`src/rtl/dma_pkg.sv`:
```
// Shared DMA definitions: FSM state encoding, AXI burst/response codes,
// 4 KB boundary size and the byte-to-beat conversion helper.
package dma_pkg;

  typedef enum logic [2:0] {
    S_IDLE = 3'd0,
    S_CALC = 3'd1,
    S_ADDR = 3'd2,
    S_DATA = 3'd3,
    S_DONE = 3'd4
  } dma_state_e;

  localparam logic [1:0] AXI_BURST_INCR = 2'b01;
  localparam logic [1:0] AXI_RESP_OKAY  = 2'b00;
  localparam int unsigned BOUNDARY_4K   = 4096;

  // ceil(len / 2**size_log2); the 33-bit sum keeps a full 32-bit length from wrapping
  function automatic logic [31:0] bytes_to_beats(input logic [31:0] len,
                                                 input int unsigned size_log2);
    logic [32:0] w_sum;
    w_sum = {1'b0, len} + ((33'd1 << size_log2) - 33'd1);
    return 32'(w_sum >> size_log2);
  endfunction

endpackage

```
`src/rtl/dma_burst_calc.sv`:
```
// Combinational burst length: min(max burst, beats remaining, beats left before
// the next 4 KB boundary). Shared by the read and write masters.
module dma_burst_calc
  import dma_pkg::*;
#(
  parameter int unsigned MAX_BURST = 16,
  parameter int unsigned SIZE_LOG2 = 2
) (
  input  logic [11:0] i_addr_ofs,
  input  logic [31:0] i_beats_left,
  output logic [8:0]  o_burst
);

  logic [12:0] w_room_bytes;
  logic [31:0] w_room_beats;
  logic [31:0] w_min;

  always_comb begin
    w_room_bytes = 13'(BOUNDARY_4K) - {1'b0, i_addr_ofs};
    w_room_beats = 32'(w_room_bytes >> SIZE_LOG2);
    w_min        = 32'(MAX_BURST);
    if (i_beats_left < w_min) w_min = i_beats_left;
    if (w_room_beats < w_min) w_min = w_room_beats;
    o_burst      = 9'(w_min);
  end

endmodule

```
`src/rtl/dma_read_master.sv`:
```
// AXI4 read master: fetches a byte range as 4 KB-safe INCR bursts into the data FIFO.
// Optional DMA_RD_ERR_ABORT_EN: a non-OKAY RRESP stops the transfer after the current burst.
module dma_read_master
  import dma_pkg::*;
#(
  parameter int unsigned C_M_AXI_ADDR_WIDTH = 32,
  parameter int unsigned C_M_AXI_DATA_WIDTH = 32,
  parameter int unsigned C_M_AXI_BURST_LEN  = 16
) (
  input  logic                          clk,
  input  logic                          reset,
  input  logic                          i_start,
  input  logic [C_M_AXI_ADDR_WIDTH-1:0] i_src_addr,
  input  logic [31:0]                   i_total_len,
  output logic                          o_read_done,
  output logic                          o_error,
  input  logic                          i_fifo_full,
  output logic                          o_fifo_wr_en,
  output logic [C_M_AXI_DATA_WIDTH-1:0] o_fifo_wr_data,
  output logic [C_M_AXI_ADDR_WIDTH-1:0] m_axi_araddr,
  output logic [7:0]                    m_axi_arlen,
  output logic [2:0]                    m_axi_arsize,
  output logic [1:0]                    m_axi_arburst,
  output logic                          m_axi_arvalid,
  input  logic                          m_axi_arready,
  input  logic [C_M_AXI_DATA_WIDTH-1:0] m_axi_rdata,
  input  logic [1:0]                    m_axi_rresp,
  input  logic                          m_axi_rlast,
  input  logic                          m_axi_rvalid,
  output logic                          m_axi_rready
);

  localparam int unsigned AW        = C_M_AXI_ADDR_WIDTH;
  localparam int unsigned BPB       = C_M_AXI_DATA_WIDTH / 8;
  localparam int unsigned SIZE_LOG2 = $clog2(BPB);

  dma_state_e      r_state;
  dma_state_e      w_next_state;
  logic [AW-1:0]   r_addr;
  logic [31:0]     r_beats_left;
  logic [7:0]      r_arlen;
  logic [7:0]      r_beat_cnt;
  logic            r_read_done;
  logic            r_error;

  logic [8:0]      w_burst;
  logic [31:0]     w_start_beats;
  logic [31:0]     w_beats_after;
  logic [AW-1:0]   w_burst_bytes;
  logic            w_start_acc;
  logic            w_hs;
  logic            w_last_beat;
  logic            w_burst_end;
  logic            w_resp_err;
  logic            w_beat_err;
  logic            w_abort;
  logic            w_wr_block;

  assign w_start_beats = bytes_to_beats(i_total_len, SIZE_LOG2);
  assign w_start_acc   = i_start && (r_state == S_IDLE || r_state == S_DONE);
  assign w_hs          = (r_state == S_DATA) && m_axi_rvalid && !i_fifo_full;
  assign w_last_beat   = (r_beat_cnt == r_arlen);
  assign w_burst_end   = w_hs && w_last_beat;
  assign w_resp_err    = w_hs && (m_axi_rresp != AXI_RESP_OKAY);
  // A misplaced or missing RLAST is flagged, but the burst length is owned by our counter
  assign w_beat_err    = w_resp_err || (w_hs && (m_axi_rlast != w_last_beat));
  assign w_beats_after = r_beats_left - (32'(r_arlen) + 32'd1);
  assign w_burst_bytes = (AW'(r_arlen) + AW'(1)) << SIZE_LOG2;

`ifdef DMA_RD_ERR_ABORT_EN
  logic r_abort;

  // Remembers an error beat so the rest of the burst is drained without FIFO writes
  always_ff @(posedge clk) begin
    if (reset)            r_abort <= 1'b0;
    else if (w_start_acc) r_abort <= 1'b0;
    else if (w_resp_err)  r_abort <= 1'b1;
  end

  assign w_abort    = r_abort || w_resp_err;
  assign w_wr_block = r_abort;
`else
  assign w_abort    = 1'b0;
  assign w_wr_block = 1'b0;
`endif

  dma_burst_calc #(
    .MAX_BURST (C_M_AXI_BURST_LEN),
    .SIZE_LOG2 (SIZE_LOG2)
  ) u_burst_calc (
    .i_addr_ofs   (r_addr[11:0]),
    .i_beats_left (r_beats_left),
    .o_burst      (w_burst)
  );

  always_ff @(posedge clk) begin
    if (reset) r_state <= S_IDLE;
    else       r_state <= w_next_state;
  end

  always_comb begin
    w_next_state = r_state;
    unique case (r_state)
      S_IDLE, S_DONE: if (i_start) w_next_state = (w_start_beats == 32'd0) ? S_DONE : S_CALC;
      S_CALC:         w_next_state = S_ADDR;
      S_ADDR:         if (m_axi_arready) w_next_state = S_DATA;
      S_DATA:         if (w_burst_end)
                        w_next_state = (w_beats_after == 32'd0 || w_abort) ? S_DONE : S_CALC;
      default:        w_next_state = S_IDLE;
    endcase
  end

  // Handshake-facing outputs; RREADY must follow the FIFO full flag in the same cycle
  always_comb begin
    m_axi_arvalid = 1'b0;
    m_axi_rready  = 1'b0;
    o_fifo_wr_en  = 1'b0;
    unique case (r_state)
      S_ADDR:  m_axi_arvalid = 1'b1;
      S_DATA: begin
        m_axi_rready = !i_fifo_full;
        o_fifo_wr_en = w_hs && !w_wr_block;
      end
      default: ;
    endcase
  end

  always_ff @(posedge clk) begin
    if (reset) begin
      r_addr       <= '0;
      r_beats_left <= '0;
      r_arlen      <= '0;
      r_beat_cnt   <= '0;
      r_read_done  <= 1'b0;
      r_error      <= 1'b0;
    end else begin
      if (w_start_acc) begin
        r_addr       <= i_src_addr;
        r_beats_left <= w_start_beats;
        r_error      <= 1'b0;
      end
      if (r_state == S_CALC) begin
        r_arlen    <= 8'(w_burst - 9'd1);
        r_beat_cnt <= '0;
      end
      if (w_hs) begin
        r_beat_cnt <= r_beat_cnt + 8'd1;
        if (w_beat_err) r_error <= 1'b1;
      end
      if (w_burst_end) begin
        r_addr       <= r_addr + w_burst_bytes;
        r_beats_left <= w_beats_after;
      end
      r_read_done <= (w_next_state == S_DONE);
    end
  end

  assign o_read_done    = r_read_done;
  assign o_error        = r_error;
  assign o_fifo_wr_data = m_axi_rdata;
  assign m_axi_araddr   = r_addr;
  assign m_axi_arlen    = r_arlen;
  assign m_axi_arsize   = 3'(SIZE_LOG2);
  assign m_axi_arburst  = AXI_BURST_INCR;

endmodule
```
`config.mk`:
```
export PLATFORM = sky130hd
export DESIGN_NAME = dma_read_master
export DESIGN_NICKNAME = d
export VERILOG_FILES = /design/src/rtl/dma_pkg.sv /design/src/rtl/dma_burst_calc.sv /design/src/rtl/dma_read_master.sv
export SDC_FILE = /design/constraint.sdc
export NUM_CORES = 1
export LEC_CHECK = 0
export CAP_MARGIN = 5
export CORE_MARGIN = 2
export CORE_UTILIZATION = 40
export DETAILED_ROUTE_END_ITERATION = 16
export MAX_ROUTING_LAYER = met4
export PLACE_DENSITY = 0.75
export SLEW_MARGIN = 25
export SYNTH_ARGS = -nofsm -noshare
export SYNTH_HDL_FRONTEND = slang
export SYNTH_SLANG_ARGS = --single-unit
```
`constraint.sdc`:
```
create_clock -name clk -period 5.5 [get_ports clk]
set_clock_uncertainty 0.05 [all_clocks]
set_input_delay 0.825 -clock clk [delete_from_list [all_inputs] [get_ports clk]]
set_output_delay 0.825 -clock clk [all_outputs]
set_load 0.005 [all_outputs]
```
# Word level (Yosys, flattened, before mapping)
# Index checks and enable logic that the tools add are counted.
# totals
reg_bits	85
inputBits	105
# op_classes
n_lt_le_gt_ge	2
mux	20
n_addsub	7
eq_ne	7
n_reduce_logical	16
# ops
operator	n
32-bit two-way mux	5
32-bit zero test	2
32-bit by 2-bit adder with 33-bit output (second input constant)	1
32-bit by 11-bit adder with 32-bit output	1
11-bit by 32-bit < comparator with 1-bit output	1
32-bit by 5-bit < comparator with 1-bit output (second input constant)	1
32-bit subtractor	1
8-bit two-way mux	3
3-bit two-way mux	5
13-bit by 12-bit subtractor with 13-bit output (first input constant)	1
3-bit one-hot mux with 4 select lines	1
8-bit by 1-bit adder with 9-bit output (second input constant)	1
8-bit by 1-bit adder with 8-bit output (second input constant)	1
8-bit equality test	1
8-bit by 1-bit subtractor with 8-bit output (second input constant)	1
3-bit by 2-bit equality test with 1-bit output (second input constant)	2
3-bit equality test (second input constant)	2
1-bit logical AND	6
1-bit two-way mux	6
2-bit nonzero test	3
3-bit by 1-bit equality test with 1-bit output (second input constant)	1
3-bit zero test	1
1-bit logical OR	2
2-bit OR reduction	1
2 further kinds	2

# Longest topological paths before layout
# depth
depth_word	7
depth_mapped	21
mapped_depth_nobuf	20

# Hierarchy
# From an unflattened synthesis, not the netlist that was laid out.
# unflattened
cells_unflattened	991
hier_area_um2	7248.2
# modules_own_cells
module	area_each_um2	cells_per_inst	seq_area_each_um2	instances
dma_read_master	6617.6	908	1701.6	1
dma_burst_calc	630.6	83	0.0	1

# Worst setup path before layout
# Ideal clock, no wire load.
# synth_timing
path_type	register to register
from	register r_beats_left[12]
to	register r_arlen[6] (netlist: m_axi_arlen[6])
stages_incl_launch_ff	21
synth_period_minus_slack_ns	4.936
t_arrival_ns	4.801
required_time_ns	5.364
slack_ns	0.564
path_cell_list	dfxtp_1 -> or4_1 -> buf_2 -> or4_1 -> buf_2 -> nor3_1 -> and2_1 -> inv_1 -> ha_1 -> a2111oi_0 -> a21oi_1 -> nor3_1 -> clkbuf_1 -> nor2_1 -> a21oi_1 -> ha_1 -> nand2_1 -> o32ai_1 -> xnor2_1 -> a21oi_1 -> a211oi_1
# synth_via
elab_chain_len	5
# synth_lines
element	line	rtl
start, declared	dma_read_master.sv:40	logic [31:0] r_beats_left;
start signal, assigned	dma_read_master.sv:139	r_beats_left <= w_start_beats;
start signal, assigned	dma_read_master.sv:152	r_beats_left <= w_beats_after;
32-bit by 5-bit < comparator with 1-bit output	dma_burst_calc.sv:22	if (i_beats_left < w_min) w_min = i_beats_left;
32-bit two-way mux *	dma_burst_calc.sv:22	
11-bit by 32-bit < comparator with 1-bit output	dma_burst_calc.sv:23	if (w_room_beats < w_min) w_min = w_room_beats;
8-bit two-way mux *	dma_burst_calc.sv:23	
8-bit by 1-bit subtractor with 8-bit output *	dma_read_master.sv:143	r_arlen <= 8'(w_burst - 9'd1);
end signal, assigned	dma_read_master.sv:143	
end, declared	dma_read_master.sv:41	logic [7:0] r_arlen;
# Every way passes the cells marked *; elsewhere a longest branch is shown, timed or not.
# A chain may end at the register's enable or synchronous reset.

# Worst setup path in the final report
# Same ends and word-level chain as after synthesis.

==> results.cfg <==
[yosys]
synth_edf_count = 0
synth-seq-cells = 85
synth_warnings = 0
syn_inst = 947
seq_area_frac_synth = 0.245
synth_area_um2 = 6940
synth_area_leaders = dfxtp_1 25%, a21oi_1 6.0%, nor2_1 5.8%, ha_1 5.6%, xnor2_1 5.3%
synth_compound_area_frac = 0.232
synth_adder_area_share = 0.0616
yosysMostFrequentCell = nor2_1
synth_mux_area_frac = 0.0119
avgSynthCellArea_um2 = 7.33
synthTopCellsByCount = 108 x nor2_1, 87 x nand2_1, 85 x dfxtp_1
synth_xor_area_frac = 0.0908
synth_top_family_by_area = simple AND/OR/NAND/NOR gates
synthArstFlopShare = 0
synth_top_area_share = 0.245
ys_types = 72
yosys.area_share.simple = 0.283
ys.flop_type = dfxtp_1
synth_area_leader_cell = dfxtp_1

[die]
start_util = 0.406
coreArea_um2 = 17100
dieWidth_um = 136
ios = 187
num_rows = 48
dieHeight_um = 136
die-area_um2 = 18400

[clock_network]
cts_buffers = 9
ctsResizeCount = 0
cts_max_level = 3
cts_buffer_depth = 2
ctsHoldBuffers = 0
cts_tree = done
clkTransAtPathRegs_ns = 0.07
clock_sinks = 85
root_buffer = clkbuf_16
clk_latency_ns = 0.36
post_cts_buffers = 0

[drt]
detail-route-antenna-nets = 0
drtIter0Drc = 700
wl_per_cell_um = 16.6
avgViaCountPerCell = 5.91
first_pass_iters = 6
vias = 7347
wirelength_um = 20600
drc = 0

[place]
io_buffers = 117
dp_slack_ns = 0.693
gp_congestion = 0.914
postPlaceCellArea_um2 = 8070
dp.final_hpwl_um = 15200

[timing]
drv_slew = 0
max_freq_mhz = 204
finalHoldViolCount = 0
fin_tns_setup_ns = 0
worst-slew-pin-transition_ns = 0.931
worst_slack_ns = 0.592
period_share = 0.892
relSlewSlack = 0.378
min_period_ns = 4.91
grt_setup_unrepaired = false
setup-violations-final = 0

[global_route]
grt.overflow.total = 0
top_usage_layer = met2
grt_antenna_before_repair = 0
use_met3 = 0.0404
grt_pass1_vias = 6689
grt_pass1_wl_um = 33100
met1_usage = 0.290
grtUsageMet2 = 0.360
grt_max_degree = 53
grtUsageTotal = 0.230

[job]
drv_cap = 0

[critical_path]
end_kind = register
arrival_ns = 5.12
cp-startpoint = r_beats_left[12]
worst-path-max-fanout = 9
worstRegToRegCells = 17
startpoint_type = register
r2r-start = r_beats_left[12]
r2r_setup_slack_ns = 0.59
r2r-end = m_axi_arlen[6]
required_ns = 5.72
crit_type = reg -> reg

[layout]
nNetsFinal = 1152
final_area_um2 = 8360
area_growth_pct = 20.4
drive_gt1_frac = 0.0451
diodes = 0
fillers = 1739

[power]
leakagePower_uw = 0.00298
p_total_uw = 2190
pwr_density_cell_nw_per_um2 = 262
max-vdd-ir-drop_mv = 0.158

[run_status]
status = completed

[hold_path]
hold_depth = 2
hold_path.class = reg -> reg
min_to = o_error
hold_start = o_error
routing by layer:
metal,up-vias,share of wire
li1,3572,-
met4,0,0.032
met5,-,0
met1,3426,0.44
met2,306,0.46
met3,43,0.069
cell families (layout without fill, tap and decap cells):
| logic type | count (synthesis) | after routing |
|---|---|---|
| xor+xnor | 72 | 72 |
| flops | 85 | 85 |
| simple gates | 400 | 400 |
| mux | 8 | 8 |
| buf+inv | 101 | 164 |
| other cells | 2 | 11 |
| fa+ha+maj | 33 | 33 |
| compound gates | 246 | 246 |
worst max-delay path by stage:
stage               depth (start not counted)  slack, ns             end
global placement                           18       0.76  m_axi_arlen[6]
floorplan                                  20       0.56  m_axi_arlen[6]
global route                               20       0.06  m_axi_arlen[6]
detailed placement                         17       0.69  m_axi_arlen[6]
finish                                     17       0.59  m_axi_arlen[6]
CTS                                        17       0.64  m_axi_arlen[6]
placed cells by master (no fill, tap or decap), types with 9 or more instances in the layout:
cell type,n
a211oi_1,9
a21oi_1,83
a22oi_1,11
a31oi_1,20
and3_1,11
buf_4,10
clkbuf_16,9
clkdlybuf4s50_1,116
conb_1,11
dfxtp_1,85
ha_1,31
inv_1,20
nand2_1,87
nand3_1,49
nand4_1,19
nor2_1,106
nor3_1,31
nor4_1,23
o211ai_1,10
o21ai_0,39
or3_1,13
or4_1,12
xnor2_1,42
xor2_1,30
report_power, final:
| group | switching (uW) | internal (uW) |
|---|---|---|
| Clock | 278 | 325 |
| Combinational | 469 | 374 |
| Sequential | 78.3 | 662 |
| Total | 826 | 1360 |
final cells by class:
class / instances / area [um^2] / share of cell area
clock buffers: 11 / 243 / 0.0290
clock inverters: 5 / 43.8 / 0.00524
inverters: 21 / 78.8 / 0.00943
multi-input cells: 770 / 4770 / 0.571
flip-flops and latches: 85 / 1700 / 0.204
well taps: 225 / 282 / 0.0337
repair buffers: 127 / 1240 / 0.148
per-stage QoR:
stage | hold slack (ns) | util | instances
finish | 0.404 | 0.488 | 1244
CTS | 0.408 | 0.488 | 1244
global route | 0.424 | 0.488 | 1244
floorplan | 0.399 | - | 956
detailed placement | 0.399 | 0.471 | 1228
global placement | 0.395 | 0.471 | 1228
critical path: stages (launching register included):
cell and delay [ns]:
dfxtp_1 0.37, or4_1 0.66, or4_1 0.65, nor3_1 0.21, buf_4 0.20, nand2_1 0.08, ha_1 0.32, a2111oi_0 0.39
a21oi_1 0.12, nor3_1 0.37, nor2_1 0.09, a21oi_1 0.15, ha_1 0.30, nand2_1 0.08, o32ai_1 0.31, xnor2_1 0.16
a21oi_1 0.08, a211oi_1 0.21
registers in the layout, summed over array words and instances (netlist names):
name,flops
o_error,1
m_axi_araddr,32
m_axi_arlen,8
r_beats_left,32
r_beat_cnt,8
r_state,3
o_read_done,1
Power figures use the tool's default switching activity.
